<file path="config.mk">
export PLATFORM = sky130hd
export DESIGN_NAME = fmdsp_iter_mac
export DESIGN_NICKNAME = d
export VERILOG_FILES = /design/src/rtl/fmdsp_iter_mac.sv
export SDC_FILE = /design/constraint.sdc
export NUM_CORES = 1
export LEC_CHECK = 0
export CELL_PAD_IN_SITES_DETAIL_PLACEMENT = 0
export CELL_PAD_IN_SITES_GLOBAL_PLACEMENT = 2
export CORE_MARGIN = 5
export CORE_UTILIZATION = 41
export DETAILED_ROUTE_END_ITERATION = 16
export DONT_BUFFER_PORTS = 1
export PLACE_DENSITY_LB_ADDON = 0.1
export SLEW_MARGIN = 25
export SYNTH_ARGS = -nofsm -noshare
export SYNTH_HDL_FRONTEND = slang
export SYNTH_SLANG_ARGS = --single-unit
</file>
<file path="constraint.sdc">
create_clock -name clk -period 7.3 [get_ports clk]
set_clock_uncertainty 0.2 [all_clocks]
set_input_delay 2.19 -clock clk [delete_from_list [all_inputs] [get_ports clk]]
set_output_delay 2.19 -clock clk [all_outputs]
set_load 0.01 [all_outputs]
</file>
<file path="src/rtl/fmdsp_iter_mac.sv">
// Multi-precision unsigned MAC: wide products are built from 1, 2 or 4 passes through
// one pipelined WxW core multiplier, then folded into a pre-shifted accumulator.
module fmdsp_iter_mac #(
  parameter int unsigned W       = 8,
  parameter int unsigned PIPES   = 2,
  parameter int unsigned ACC_W   = 4 * W + 8,
  parameter int unsigned SH_UNIT = 4
) (
  input  logic             clk,
  input  logic             rst_n,
  input  logic             start,
  input  logic [1:0]       mode,
  input  logic             mac,
  input  logic [1:0]       sh,
  input  logic [2*W-1:0]   a,
  input  logic [2*W-1:0]   b,
  output logic             busy,
  output logic             valid,
  output logic             err,
  output logic [ACC_W-1:0] out
);

  localparam int unsigned CntW = (PIPES < 4) ? 2 : $clog2(PIPES + 1);
  localparam int unsigned StW  = 2 * W + 3;
  localparam logic [CntW-1:0] DrainLast = CntW'(PIPES > 0 ? PIPES - 1 : 0);

  typedef enum logic [1:0] {StIdle, StIssue, StDrain, StDone} state_e;

  state_e             state_q, state_d;
  logic [2*W-1:0]     a_q, a_d, b_q, b_d;
  logic [1:0]         mode_q, mode_d, sh_q, sh_d;
  logic               mac_q, mac_d;
  logic [CntW-1:0]    cnt_q, cnt_d;
  logic [4*W-1:0]     prod_q, prod_d;
  logic [ACC_W-1:0]   acc_q, acc_d;
  logic               valid_q, valid_d, err_q, err_d;

  // Pass index bit 0 selects a1, bit 1 selects b1; weight in units of W is their sum.
  logic [W-1:0]       op_a, op_b;
  logic [1:0]         op_w;
  logic [CntW-1:0]    last_idx;
  logic [2*W-1:0]     core_p;

  always_comb begin
    op_a = cnt_q[0] ? a_q[2*W-1:W] : a_q[W-1:0];
    op_b = cnt_q[1] ? b_q[2*W-1:W] : b_q[W-1:0];
    op_w = {1'b0, cnt_q[0]} + {1'b0, cnt_q[1]};
    unique case (mode_q)
      2'd0:    last_idx = CntW'(0);
      2'd1:    last_idx = CntW'(1);
      default: last_idx = CntW'(3);
    endcase
  end

  assign core_p = (2 * W)'(op_a) * (2 * W)'(op_b);

  // Core pipeline carries {issue valid, weight, partial product}.
  logic [StW-1:0] st_in, st_out;
  assign st_in = {state_q == StIssue, op_w, core_p};

  if (PIPES == 0) begin : g_nopipe
    assign st_out = st_in;
  end else begin : g_pipe
    logic [StW-1:0] st_q [PIPES];
    always_ff @(posedge clk or negedge rst_n) begin
      if (!rst_n) begin
        for (int i = 0; i < int'(PIPES); i++) st_q[i] <= '0;
      end else begin
        st_q[0] <= st_in;
        for (int i = 1; i < int'(PIPES); i++) st_q[i] <= st_q[i-1];
      end
    end
    assign st_out = st_q[PIPES-1];
  end

  logic             pipe_vld;
  logic [1:0]       pipe_w;
  logic [2*W-1:0]   pipe_p;
  logic [4*W-1:0]   pipe_term;

  assign {pipe_vld, pipe_w, pipe_p} = st_out;
  assign pipe_term = (4 * W)'(pipe_p) << (32'(pipe_w) * W);

  always_comb begin
    state_d = state_q;
    a_d     = a_q;
    b_d     = b_q;
    mode_d  = mode_q;
    mac_d   = mac_q;
    sh_d    = sh_q;
    cnt_d   = cnt_q;
    prod_d  = prod_q;
    acc_d   = acc_q;
    valid_d = 1'b0;
    err_d   = 1'b0;

    if (pipe_vld) prod_d = prod_q + pipe_term;

    unique case (state_q)
      StIdle: begin
        if (start) begin
          if (mode == 2'd3) begin
            err_d = 1'b1;
          end else begin
            a_d     = a;
            b_d     = b;
            mode_d  = mode;
            mac_d   = mac;
            sh_d    = sh;
            cnt_d   = '0;
            prod_d  = '0;
            state_d = StIssue;
          end
        end
      end
      StIssue: begin
        cnt_d = cnt_q + CntW'(1);
        if (cnt_q == last_idx) begin
          cnt_d   = '0;
          state_d = (PIPES == 0) ? StDone : StDrain;
        end
      end
      StDrain: begin
        cnt_d = cnt_q + CntW'(1);
        if (cnt_q == DrainLast) begin
          cnt_d   = '0;
          state_d = StDone;
        end
      end
      StDone: begin
        // Last partial product landed on the edge entering this state.
        acc_d   = (mac_q ? (acc_q << (32'(sh_q) * SH_UNIT)) : '0) + ACC_W'(prod_q);
        valid_d = 1'b1;
        state_d = StIdle;
      end
      default: state_d = StIdle;
    endcase
  end

  always_ff @(posedge clk or negedge rst_n) begin
    if (!rst_n) begin
      state_q <= StIdle;
      a_q     <= '0;
      b_q     <= '0;
      mode_q  <= '0;
      mac_q   <= 1'b0;
      sh_q    <= '0;
      cnt_q   <= '0;
      prod_q  <= '0;
      acc_q   <= '0;
      valid_q <= 1'b0;
      err_q   <= 1'b0;
    end else begin
      state_q <= state_d;
      a_q     <= a_d;
      b_q     <= b_d;
      mode_q  <= mode_d;
      mac_q   <= mac_d;
      sh_q    <= sh_d;
      cnt_q   <= cnt_d;
      prod_q  <= prod_d;
      acc_q   <= acc_d;
      valid_q <= valid_d;
      err_q   <= err_d;
    end
  end

  assign busy  = (state_q != StIdle);
  assign valid = valid_q;
  assign err   = err_q;
  assign out   = acc_q;

endmodule
</file>
# Yosys cells after proc, flatten, opt, wreduce, memory -nomap -nowiden
# Index checks and enable logic that the tools add are counted.
# op_classes
n_reduce_logical	7
n_shift	2
bitwise	1
n_lt_le_gt_ge	0
n_eq_ne	11
n_addsub	4
multipliers	1
mux	22
div	0
# op_table
operator	n
32-bit two-way mux	4
40-bit by 32-bit adder with 40-bit output	1
40-bit two-way mux	1
40-bit by 4-bit << shifter with 40-bit output	1
32-bit adder	1
16-bit by 5-bit << shifter with 32-bit output	1
8-bit by 8-bit multiplier with 16-bit output	1
2-bit two-way mux	8
8-bit two-way mux	2
2-bit one-hot mux with 4 select lines	1
2-bit by 1-bit == test with 1-bit output (second input constant)	3
2-bit == test (second input constant)	3
2-bit inequality test (second input constant)	3
2-bit one-hot mux with 3 select lines	1
3-bit AND reduction	2
2-bit zero test	2
1-bit two-way mux	4
2-bit one-hot mux with 2 select lines	1
4-bit AND reduction	1
3-bit nonzero test	1
1-bit by 1-bit adder with 2-bit output	1
2-bit by 1-bit adder with 2-bit output (second input constant)	1
2-bit == test	1
2-bit by 1-bit inequality test with 1-bit output (second input constant)	1
2 further kinds	2
# word_totals
rom_bits	0
ramBits	0
latchBits	0
elab_cells	61
register_bits	153
input_bits	40
mem_count	0

# Depth between registers and ports, before layout
# Gate-level depths: netlist (run 1).
# logic_depth
depth_word	6
depth_mapped	20

# Worst setup path before layout (run 1)
# Ideal clock, no wire load.
# synth_timing
path_kind	register -> register
from	register cnt_q[0]
to	register g_pipe.st_q[34] (netlist bit)
path_stages_with_launch	19
setup_time_ps	125
arrival_ps	5189
synth_period_minus_slack_ps	5514
setup_slack_ps	1786
cell_sequence	dfrtp_1 -> buf_1 -> mux2i_1 -> or2_2 -> fa_1 -> fa_1 -> inv_1 -> fa_1 -> inv_1 -> fa_1 -> inv_1 -> ha_1 -> a21boi_0 -> o21ai_0 -> nand2b_1 -> a21o_1 -> a41o_1 -> o41a_1 -> xnor2_1
# synth_between
elab_chain_len	2
# synth_rtl
element	line	rtl
start: declaration	33	logic [CntW-1:0] cnt_q, cnt_d;
start signal: assignment	160	cnt_q <= cnt_d;
8-bit two-way mux	45	op_a = cnt_q[0] ? a_q[2*W-1:W] : a_q[W-1:0];
8-bit by 8-bit multiplier with 16-bit output	55	assign core_p = (2 * W)'(op_a) * (2 * W)'(op_b);
net core_p[15]	42	logic [2*W-1:0] core_p;
end: declaration	64	logic [StW-1:0] st_q [PIPES];
# The timed path passes the listed nets, and every way through them passes these cells.
# A chain may end at the register's enable or synchronous reset.

# Final worst setup path (run 1)
# Same ends and word-level chain as after synthesis.

==> qor.yml, run 1 <==
status:
  status: "finished clean"
logic_synthesis:
  synth-seq-cells: 153
  synthesis.area_um2: 12310
  synth_ff_type: "dfrtp_1"
  synth_top_family_by_area: "adder cells"
  synth_edf_count: 0
  synth_nets: 1534
  synthXorXnorAreaFrac: 0.04698
  async_flop_share: 1.000
  synth_cell_types: 73
  yosysWarnings: 0
  synth_adder_area_share: 0.1696
  synth_compound_area_frac: 0.1586
  ys_seq_area_frac: 0.3111
  syn_inst: 1350
  synth.area.mux_share: 0.1096
  avgSynthCellArea_um2: 9.115
  synthSimpleGateAreaFrac: 0.1653
place:
  routabilityCongestion: 0.8264
  place_ws_ns: 1.414
  portBuffers: 0
  placed_cells: 1699
  post-dp-hpwl_mm: 25.87
sta:
  timing.final.crit_share: 0.7991
  fin_tns_setup_ns: 0
  rsz0062_at_grt: "false"
  max_freq_mhz: 171.4
  slew_violations: 0
  tightest_slew_ns: 0.7942
  layout_setup_ws_ns: 1.467
  max-slew-margin-rel: 0.4554
  finalHoldViolCount: 0
  fin_crit_ns: 5.833
  setup_viol: 0
floorplan:
  pin_count: 83
  die_h_um: 183.2
  core_um2: 29640
  rows: 63
  start_util: 0.4152
  die_w_um: 183.2
  die-area_um2: 33580
pwr:
  leakage_nw: 6.436
  power_density_nw_per_um2: 522.1
  ir_drop_mv: 0.2509
drt:
  num_vias: 9388
  postRouteAntennaNets: 0
  avgRoutedWirePerCell_um: 19.12
  drc: 0
  drtIter0Drc: 513
  viasPerCell: 5.423
  drt_pass1_iterations: 4
  wl_mm: 33.10
global_routing:
  met1_usage: 0.2530
  top_usage_layer: "met2"
  grt_pass1_wl_mm: 53.65
  grt_pass1_vias: 9622
  grt_max_degree: 154
  met2_usage: 0.3572
  grt-ovfl-total: 0
  antenna_found_initial: 0
  grt_use_met3: 0.04165
  grt.total_usage: 0.2023
critical_path:
  critPathArrivalTime_ns: 5.95
  end_kind: "flop"
  path_max_fanout: 15
  r2r_slack_ns: 1.47
  crit_path_start_kind: "flop"
  r2r_end: "g_pipe.st_q[34]"
  critPathRequiredTime_ns: 7.41
  r2r_start: "cnt_q[0]"
  criticalPathCategory: "reg2reg"
  r2r_cells: 17
clocking:
  h-tree-depth: 4
  cts_resized: 0
  clk_latency_ns: 0.44
  cts_tree: "done"
  hold_buffers: 0
  cts_buffers: 17
  clk_pin_slew_ns: 0.07
  cts.path.max_buffers: 2
  root_buffer: "clkbuf_16"
  cts_setup_buffers: 0
  numClockSinks: 153
final_layout:
  area_growth_pct: 7.890
  instances_no_fill: 1731
  insertedDiodeCount: 0
  nets: 1512
  drive_gt1_frac: 0.09098
worst_hold_path:
  hold_path.class: "reg2reg"
  hold_depth: 0
  holdCritStartpoint: "g_pipe.st_q[27]"
  hold_end: "st_out[8]"
job:
  drv_cap: 0
## layout by cell type (no fill, tap or decap), types with 4 or more instances in the layout
master     Yosys  layout
a211oi_1      14      14
a21o_1        46      46
a21oi_1       80      79
a22o_1         8       8
a31oi_1        8       8
and2_1        27      27
and3_1         5       5
buf_4          0       7
clkbuf_16      0      17
clkinv_1       5       5
dfrtp_1      153     152
fa_1          38      38
ha_1         106     105
inv_1         73      73
inv_6          0       5
inv_8          0       6
mux2_2        30      30
mux2i_1       56      56
mux4_2        20      20
nand2_1      173     173
nand2b_1       6       6
nand3_1       18      17
nand4_1       11      11
nor2_1       176     176
nor2b_1        8       8
nor3_1        17      17
o211a_1        4       4
o21a_1        14      14
o21ai_0       49      49
o21ai_1        4       4
o21bai_1       8       8
o31ai_1        8       8
or2_2         14      14
xnor2_1       46      46
xor2_1        20      20
## flip-flops by register name (all words and copies together), names as in the netlist, 16 cells and up
name	cells
a_q	16
g_pipe.st_q	19
out	40
prod_q	32
st_out	19
b_q	16
## cell usage after synthesis (4+ instances only)
master / number / area share
mux4_2: 20 / 0.037
buf_1: 7 / 0.0021
nand3_1: 18 / 0.0073
nand2b_1: 6 / 0.0031
nor2_1: 176 / 0.054
xnor2_1: 46 / 0.033
mux2_2: 30 / 0.027
and3_1: 5 / 0.0025
ha_1: 106 / 0.11
nand2_1: 173 / 0.053
o21bai_1: 8 / 0.0049
fa_1: 38 / 0.062
o21a_1: 14 / 0.0085
mux2i_1: 56 / 0.046
a21o_1: 46 / 0.028
o211a_1: 4 / 0.0033
clkinv_1: 5 / 0.0015
or2_2: 14 / 0.0071
clkbuf_1: 38 / 0.012
a211oi_1: 14 / 0.0085
a21oi_1: 80 / 0.033
o21ai_1: 4 / 0.0016
o21ai_0: 49 / 0.020
dfrtp_1: 153 / 0.31
and2_1: 27 / 0.014
nor3_1: 17 / 0.0069
inv_1: 73 / 0.022
nor2b_1: 8 / 0.0041
xor2_1: 20 / 0.014
nand4_1: 11 / 0.0056
a31oi_1: 8 / 0.0041
a22o_1: 8 / 0.0057
o31ai_1: 8 / 0.0049
## how the worst max path moves through the flow
stage / start / to / cells past startpoint
4_1_cts: cnt_q[0] / g_pipe.st_q[34] / 17
6_report: cnt_q[0] / g_pipe.st_q[34] / 17
5_1_grt: cnt_q[0] / g_pipe.st_q[34] / 17
3_3_place_gp: cnt_q[0] / g_pipe.st_q[34] / 17
3_5_place_dp: cnt_q[0] / g_pipe.st_q[34] / 17
2_1_floorplan: cnt_q[0] / g_pipe.st_q[34] / 18
## kinds of logic after synthesis
family | count (synthesis)
and+or+nand+nor | 468
AOI/OAI and AO/OA | 287
DFF | 153
adders and majority gates | 144
buffers and inverters | 126
muxes | 106
xor gates and xnor gates | 66
## critical path, stage by stage (launching register included)
cell and delay (ns):
dfrtp_1 0.74, mux2i_1 0.69, or2_2 0.24, fa_1 0.44, fa_1 0.56, inv_1 0.06
fa_1 0.53, inv_1 0.05, fa_1 0.52, inv_1 0.04, ha_1 0.31, a21boi_0 0.14
o21ai_0 0.17, nand2b_1 0.11, a21o_1 0.20, a41o_1 0.25, o41a_1 0.32, xnor2_1 0.13
## through the flow
stage          utilization  hold WS, ns  power (mW)  area (um2)
2_1_floorplan            -       0.1312       4.995       12310
3_3_place_gp        0.4279       0.1322       6.098       12680
3_5_place_dp        0.4279       0.1355       6.090       12680
4_1_cts             0.4479       0.1509       7.040       13280
5_1_grt             0.4479       0.1558       7.664       13280
6_report            0.4479       0.1489       6.932       13280
## metal layers
metal,part of all wire,vias to the layer above
met5,0,-
met4,0.017,0
met3,0.044,29
met2,0.51,164
met1,0.43,4514
li1,-,4681
## report_power, final
part           switching, mW  total, mW  internal, mW  leakage (nW)
clock network          0.435      0.899         0.464         0.293
registers              0.476       1.72          1.24          1.94
logic                   2.47       4.32          1.84          4.21
total                   3.39       6.93          3.55          6.44
## cell type report
cell class	instances	area [um2]
inverters	78	292.8
fillers	2982	16360
clock buffers	17	425.4
repair buffers	7	52.55
clock inverters	15	168.9
well taps	390	488.0
multi-input cells	1071	8019
flip-flops and latches	153	3830
Note: power is estimated with default switching activity, not from simulation.
==> run 2: changes to the inputs <==
Clock period 7.3 ns to 5.4 ns, I/O delays scaled along.
==> run 2 against run 1 <==
Effect of this change:
- register-to-register slack worse by 1.2 ns
- setup slack got worse by 1.2 ns
- combinational power rose by 40%
- cell area up 2.1%
- worst hold slack better by 0.0010 ns
- final cell count grew 1.6%
- critical path type unchanged
- largest cell class unchanged
==> qor.yml, run 2 (same netlist as run 1, synthesis figures left out) <==
pwr:
  power_mw: 9.664
  leakage_nw: 6.592
  power_density_nw_per_um2: 713.2
  ir_drop_mv: 0.2701
sta:
  setup_viol: 0
  max_freq_mhz: 194.4
  fin_tns_setup_ns: 0
  hold_slack_ns: 0.1499
  tightest_slew_ns: 0.9074
  timing.final.crit_share: 0.9527
  finalHoldViolCount: 0
  max-slew-margin-rel: 0.3937
  fin_crit_ns: 5.144
  rsz0062_at_grt: "false"
  slew_violations: 0
clocking:
  clk_pin_slew_ns: 0.08
  numClockSinks: 153
  cts.path.max_buffers: 2
  h-tree-depth: 4
  clk_latency_ns: 0.43
  root_buffer: "clkbuf_16"
  cts_buffers: 17
  cts_tree: "done"
final_layout:
  fin_util: 0.4572
  layout_common_cells: "176 x nor2_1, 173 x nand2_1, 151 x dfrtp_1"
  mostFrequentLayoutCell: "nor2_1"
  nets: 1540
  largest_reg_flops: 40
  drive_gt1_frac: 0.1132
  insertedDiodeCount: 0
  instances_no_fill: 1759
  area_growth_pct: 10.12
critical_path:
  critPathRequiredTime_ns: 5.51
  path_max_fanout: 9
  criticalPathCategory: "reg2reg"
  crit_path_start_kind: "flop"
  end_kind: "flop"
  critPathArrivalTime_ns: 5.26
status:
  status: "finished clean"
drt:
  avgRoutedWirePerCell_um: 18.69
  drt_pass1_iterations: 5
  viasPerCell: 5.438
  postRouteAntennaNets: 0
  drtIter0Drc: 556
  wl_mm: 32.88
  drc: 0
  num_vias: 9565
place:
  portBuffers: 0
  post-dp-hpwl_mm: 25.64
  placed_cells: 1724
  routabilityCongestion: 0.8435
global_routing:
  grt-ovfl-total: 0
  grt_max_degree: 154
  grt_use_met3: 0.03709
  grt.total_usage: 0.1975
  met2_usage: 0.3423
  met1_usage: 0.2530
  antenna_found_initial: 0
  top_usage_layer: "met2"
  grt_pass1_wl_mm: 52.79
  grt_pass1_vias: 9708
floorplan:
  rows: 63
  start_util: 0.4152
  die-area_um2: 33580
  pin_count: 83
  die_w_um: 183.2
  die_h_um: 183.2
  core_um2: 29640
job:
  drv_cap: 0
worst_hold_path:
  hold_path.class: "reg2reg"
==> run 2: worst paths after layout <==
check	from	end	slack [ns]	cells after the start
setup / recovery	cnt_q[0]	g_pipe.st_q[34]	0.26	18
hold / removal	g_pipe.st_q[32]	st_out[13]	0.15	0
setup reg to reg	cnt_q[0]	g_pipe.st_q[34]	0.26	18
hold reg to reg	g_pipe.st_q[32]	st_out[13]	0.15	0
max in group asynchronous	rst_n	cnt_q[1]	4.04	0
min in group asynchronous	rst_n	out[5]	0.68	0
==> run 2: stage by stage <==
| step | area [um2] | setup WS [ns] |
|---|---|---|
| after floorplan | 12310 | 0.06720 |
| after global placement | 12880 | 0.06681 |
| after detailed placement | 12880 | -0.005380 |
| after CTS | 13510 | 0.08922 |
| after global routing | 13550 | 0.004298 |
| final | 13550 | 0.2556 |
==> run 2: power breakdown <==
| group | leakage [nW] | internal [mW] | total [mW] | switching (mW) |
|---|---|---|---|---|
| Combinational | 4.35 | 2.67 | 6.03 | 3.36 |
| Sequential | 1.94 | 1.68 | 2.34 | 0.658 |
| Clock | 0.311 | 0.749 | 1.30 | 0.548 |
==> run 2: area by class of cell <==
type                            count  area [um2]
Fill cell                        2977       16090
Multi-Input combinational cell   1071        8036
Sequential cell                   153        3831
Tap cell                          390       488.0
Clock buffer                       17       425.4
Inverter                           78       292.8
Timing Repair Buffer               35       275.3
Clock inverter                     15       201.4
==> run 2: per-layer routing <==
layer,up-vias,share of wire
met1,4599,0.45
li1,4749,-
met2,177,0.49
met5,-,0
met3,40,0.038
met4,0,0.023
==> run 2: worst max-delay path, cell delays in order (launching register included) <==
cell,delay (ns)
dfrtp_1,0.41
buf_12,0.16
mux2i_2,0.16
or2_2,0.30
fa_1,0.50
fa_1,0.58
inv_1,0.07
fa_1,0.53
inv_1,0.05
fa_1,0.52
inv_1,0.04
ha_1,0.29
a21boi_1,0.15
o21ai_1,0.14
nand2b_1,0.10
a21o_1,0.18
a41o_1,0.19
o41a_1,0.32
xnor2_1,0.13
==> run 2: timing repair <==
item	CTS	global route
setup buffers	0	3
endpoints found under the hold margin	0	0
setup endpoints to repair	1	1
gates resized for setup	1	8
hold buffers	0	0
pin swaps	0	6
==> run 3: changes to the inputs <==
--- a/config.mk
+++ b/config.mk
@@ -6,4 +6,5 @@
 export NUM_CORES = 1
 export LEC_CHECK = 0
+export CAP_MARGIN = 20
 export CELL_PAD_IN_SITES_DETAIL_PLACEMENT = 0
 export CELL_PAD_IN_SITES_GLOBAL_PLACEMENT = 2
==> constraint.sdc (replaced) <==
create_clock -name clk -period 5.4 [get_ports clk]
set_clock_uncertainty 0.2 [all_clocks]
set_input_delay 0.54 -clock clk [delete_from_list [all_inputs] [get_ports clk]]
set_output_delay 0.54 -clock clk [all_outputs]
set_load 0.01 [all_outputs]
==> run 3 against run 2 <==
Effect of this change:
- register-to-register slack got worse by 0.04 ns
- core utilization increased by 1.3 points
- clock power decreased by 3%
- largest power group unchanged
==> qor.yml, run 3 (same netlist as run 1, synthesis figures left out) <==
status:
  status: "finished clean"
final_layout:
  multi_input_area_um2: 8054
  insertedDiodeCount: 0
  drive_gt1_frac: 0.1193
  instances_no_fill: 1798
  layout_common_cells: "176 x nor2_1, 173 x nand2_1, 150 x dfrtp_1"
  fin_util: 0.4703
  nets: 1579
  fillers: 2915
  largest_reg_flops: 40
  mostFrequentLayoutCell: "nor2_1"
  seq_area_um2: 3832
  area_growth_pct: 13.27
place:
  placed_cells: 1724
  routabilityCongestion: 0.8448
  place_ws_ns: -0.03755
  post-dp-hpwl_mm: 25.68
  portBuffers: 0
sta:
  max-slew-margin-rel: 0.4578
  max_freq_mhz: 192.9
  timing.final.crit_share: 0.9601
  layout_setup_ws_ns: 0.2154
  finalHoldViolCount: 0
  slew_violations: 0
  setup_viol: 0
  tightest_slew_ns: 0.8114
  rsz0062_at_grt: "false"
  fin_crit_ns: 5.185
pwr:
  leakage_nw: 6.758
  power_density_nw_per_um2: 696.4
  ir_drop_mv: 0.2722
clocking:
  cts_buffers: 17
  clk_latency_ns: 0.45
  cts.path.max_buffers: 2
  clk_pin_slew_ns: 0.07
  numClockSinks: 153
  h-tree-depth: 4
  cts_tree: "done"
  root_buffer: "clkbuf_16"
job:
  drv_cap: 0
global_routing:
  grt.total_usage: 0.2014
  grt_pass1_vias: 9908
  grt_pass1_wl_mm: 53.54
  grt_max_degree: 154
  grt-ovfl-total: 0
  antenna_found_initial: 0
drt:
  drc: 0
  avgRoutedWirePerCell_um: 18.64
  postRouteAntennaNets: 0
  num_vias: 9685
  wl_mm: 33.51
  drtIter0Drc: 495
  viasPerCell: 5.387
  drt_pass1_iterations: 5
critical_path:
  end_kind: "flop"
  cpMostUsedCell: "fa_1"
  crit_path_start_kind: "flop"
  critPathBufInv: 4
  critPathArrivalTime_ns: 5.34
  critPathRequiredTime_ns: 5.55
  criticalPathCategory: "reg2reg"
  path_cells: "buf_4, mux2i_2, or2_2, fa_1, fa_1, inv_2, fa_1, inv_1, fa_1, inv_1, ha_1, a21boi_2, o21ai_1, nand2b_1, a21o_1, a41o_1, o41a_1, xnor2_1"
  critPathTopFamily: "adder cells"
  path_max_fanout: 6
  slowest_delay_ns: 0.60
  slowest_stage: "fa_1"
floorplan:
  start_util: 0.4152
  core_um2: 29640
  rows: 63
  die_h_um: 183.2
  die_w_um: 183.2
  die-area_um2: 33580
  pin_count: 83
worst_hold_path:
  hold_path.class: "in2reg"
==> run 3: cell types whose count changed in the layout (fill, tap and decap cells not counted), moves of 2 or more <==
cell	change
clkinvlp_4	+2
dlygate4sd3_1	+32
clkbuf_8	+2
mux2i_2	+2
mux2i_1	-2
buf_6	+2
inv_8	-2
buf_4	+5
==> run 3: final timing paths <==
kind                                        end  slack [ns]  cells past startpoint       startpoint
worst max-delay path            g_pipe.st_q[34]        0.22                     18         cnt_q[1]
worst min-delay path                    a_q[15]        0.03                      2            a[15]
worst max register to register  g_pipe.st_q[34]        0.22                     18         cnt_q[1]
worst min register to register       st_out[17]        0.15                      0  g_pipe.st_q[36]
max in group asynchronous              cnt_q[1]        3.76                      2            rst_n
min in group asynchronous                out[0]        0.57                      2            rst_n
==> run 3: metrics by stage <==
stage / hold WS (ns) / cell area, um2 / power [mW] / TNS, ns
2_1_floorplan: 0.04441 / 12310 / 6.754 / 0
3_3_place_gp: 0.04845 / 12870 / 8.369 / 0
3_5_place_dp: 0.04963 / 12870 / 8.361 / -0.03755
4_1_cts: 0.0004885 / 13820 / 9.749 / 0
5_1_grt: 0.004483 / 13940 / 10.68 / 0
6_report: 0.03090 / 13940 / 9.706 / 0
==> run 3: per-layer routing <==
layer	part of all wire	track usage	vias to the layer above
met3	0.040	0.03868	43
met1	0.44	0.2523	4645
li1	-	-	4816
met5	0	0	-
met4	0.023	0.05959	0
met2	0.50	0.3539	181
==> run 3: layout make-up <==
type	instances	area share
Clock buffer	19	0.03250
Clock inverter	13	0.01113
Inverter	78	0.02101
Multi-Input combinational cell	1071	0.5778
Sequential cell	153	0.2750
Tap cell	390	0.03501
Timing Repair Buffer	74	0.04758
==> run 3: report_power, final <==
group          leakage, nW  internal [mW]  switching, mW
Clock                0.295          0.718          0.539
Sequential            1.93           1.68          0.670
Combinational         4.53           2.71           3.39
==> run 3: timing repair <==
action	CTS	global route
setup endpoints to repair	1	2
gates resized for setup	2	18
pin swaps	0	9
hold endpoints to repair	183	1
hold buffers	32	1
buffers inserted	0	9
==> run 3: worst reg2reg max path: stages, from the launching register on <==
cell and delay, ns:
dfrtp_2 0.47, buf_4 0.16, mux2i_2 0.15, or2_2 0.29, fa_1 0.47, fa_1 0.60
inv_2 0.05, fa_1 0.53, inv_1 0.05, fa_1 0.47, inv_1 0.04, ha_1 0.27
a21boi_2 0.17, o21ai_1 0.13, nand2b_1 0.10, a21o_1 0.18, a41o_1 0.19, o41a_1 0.38
xnor2_1 0.19
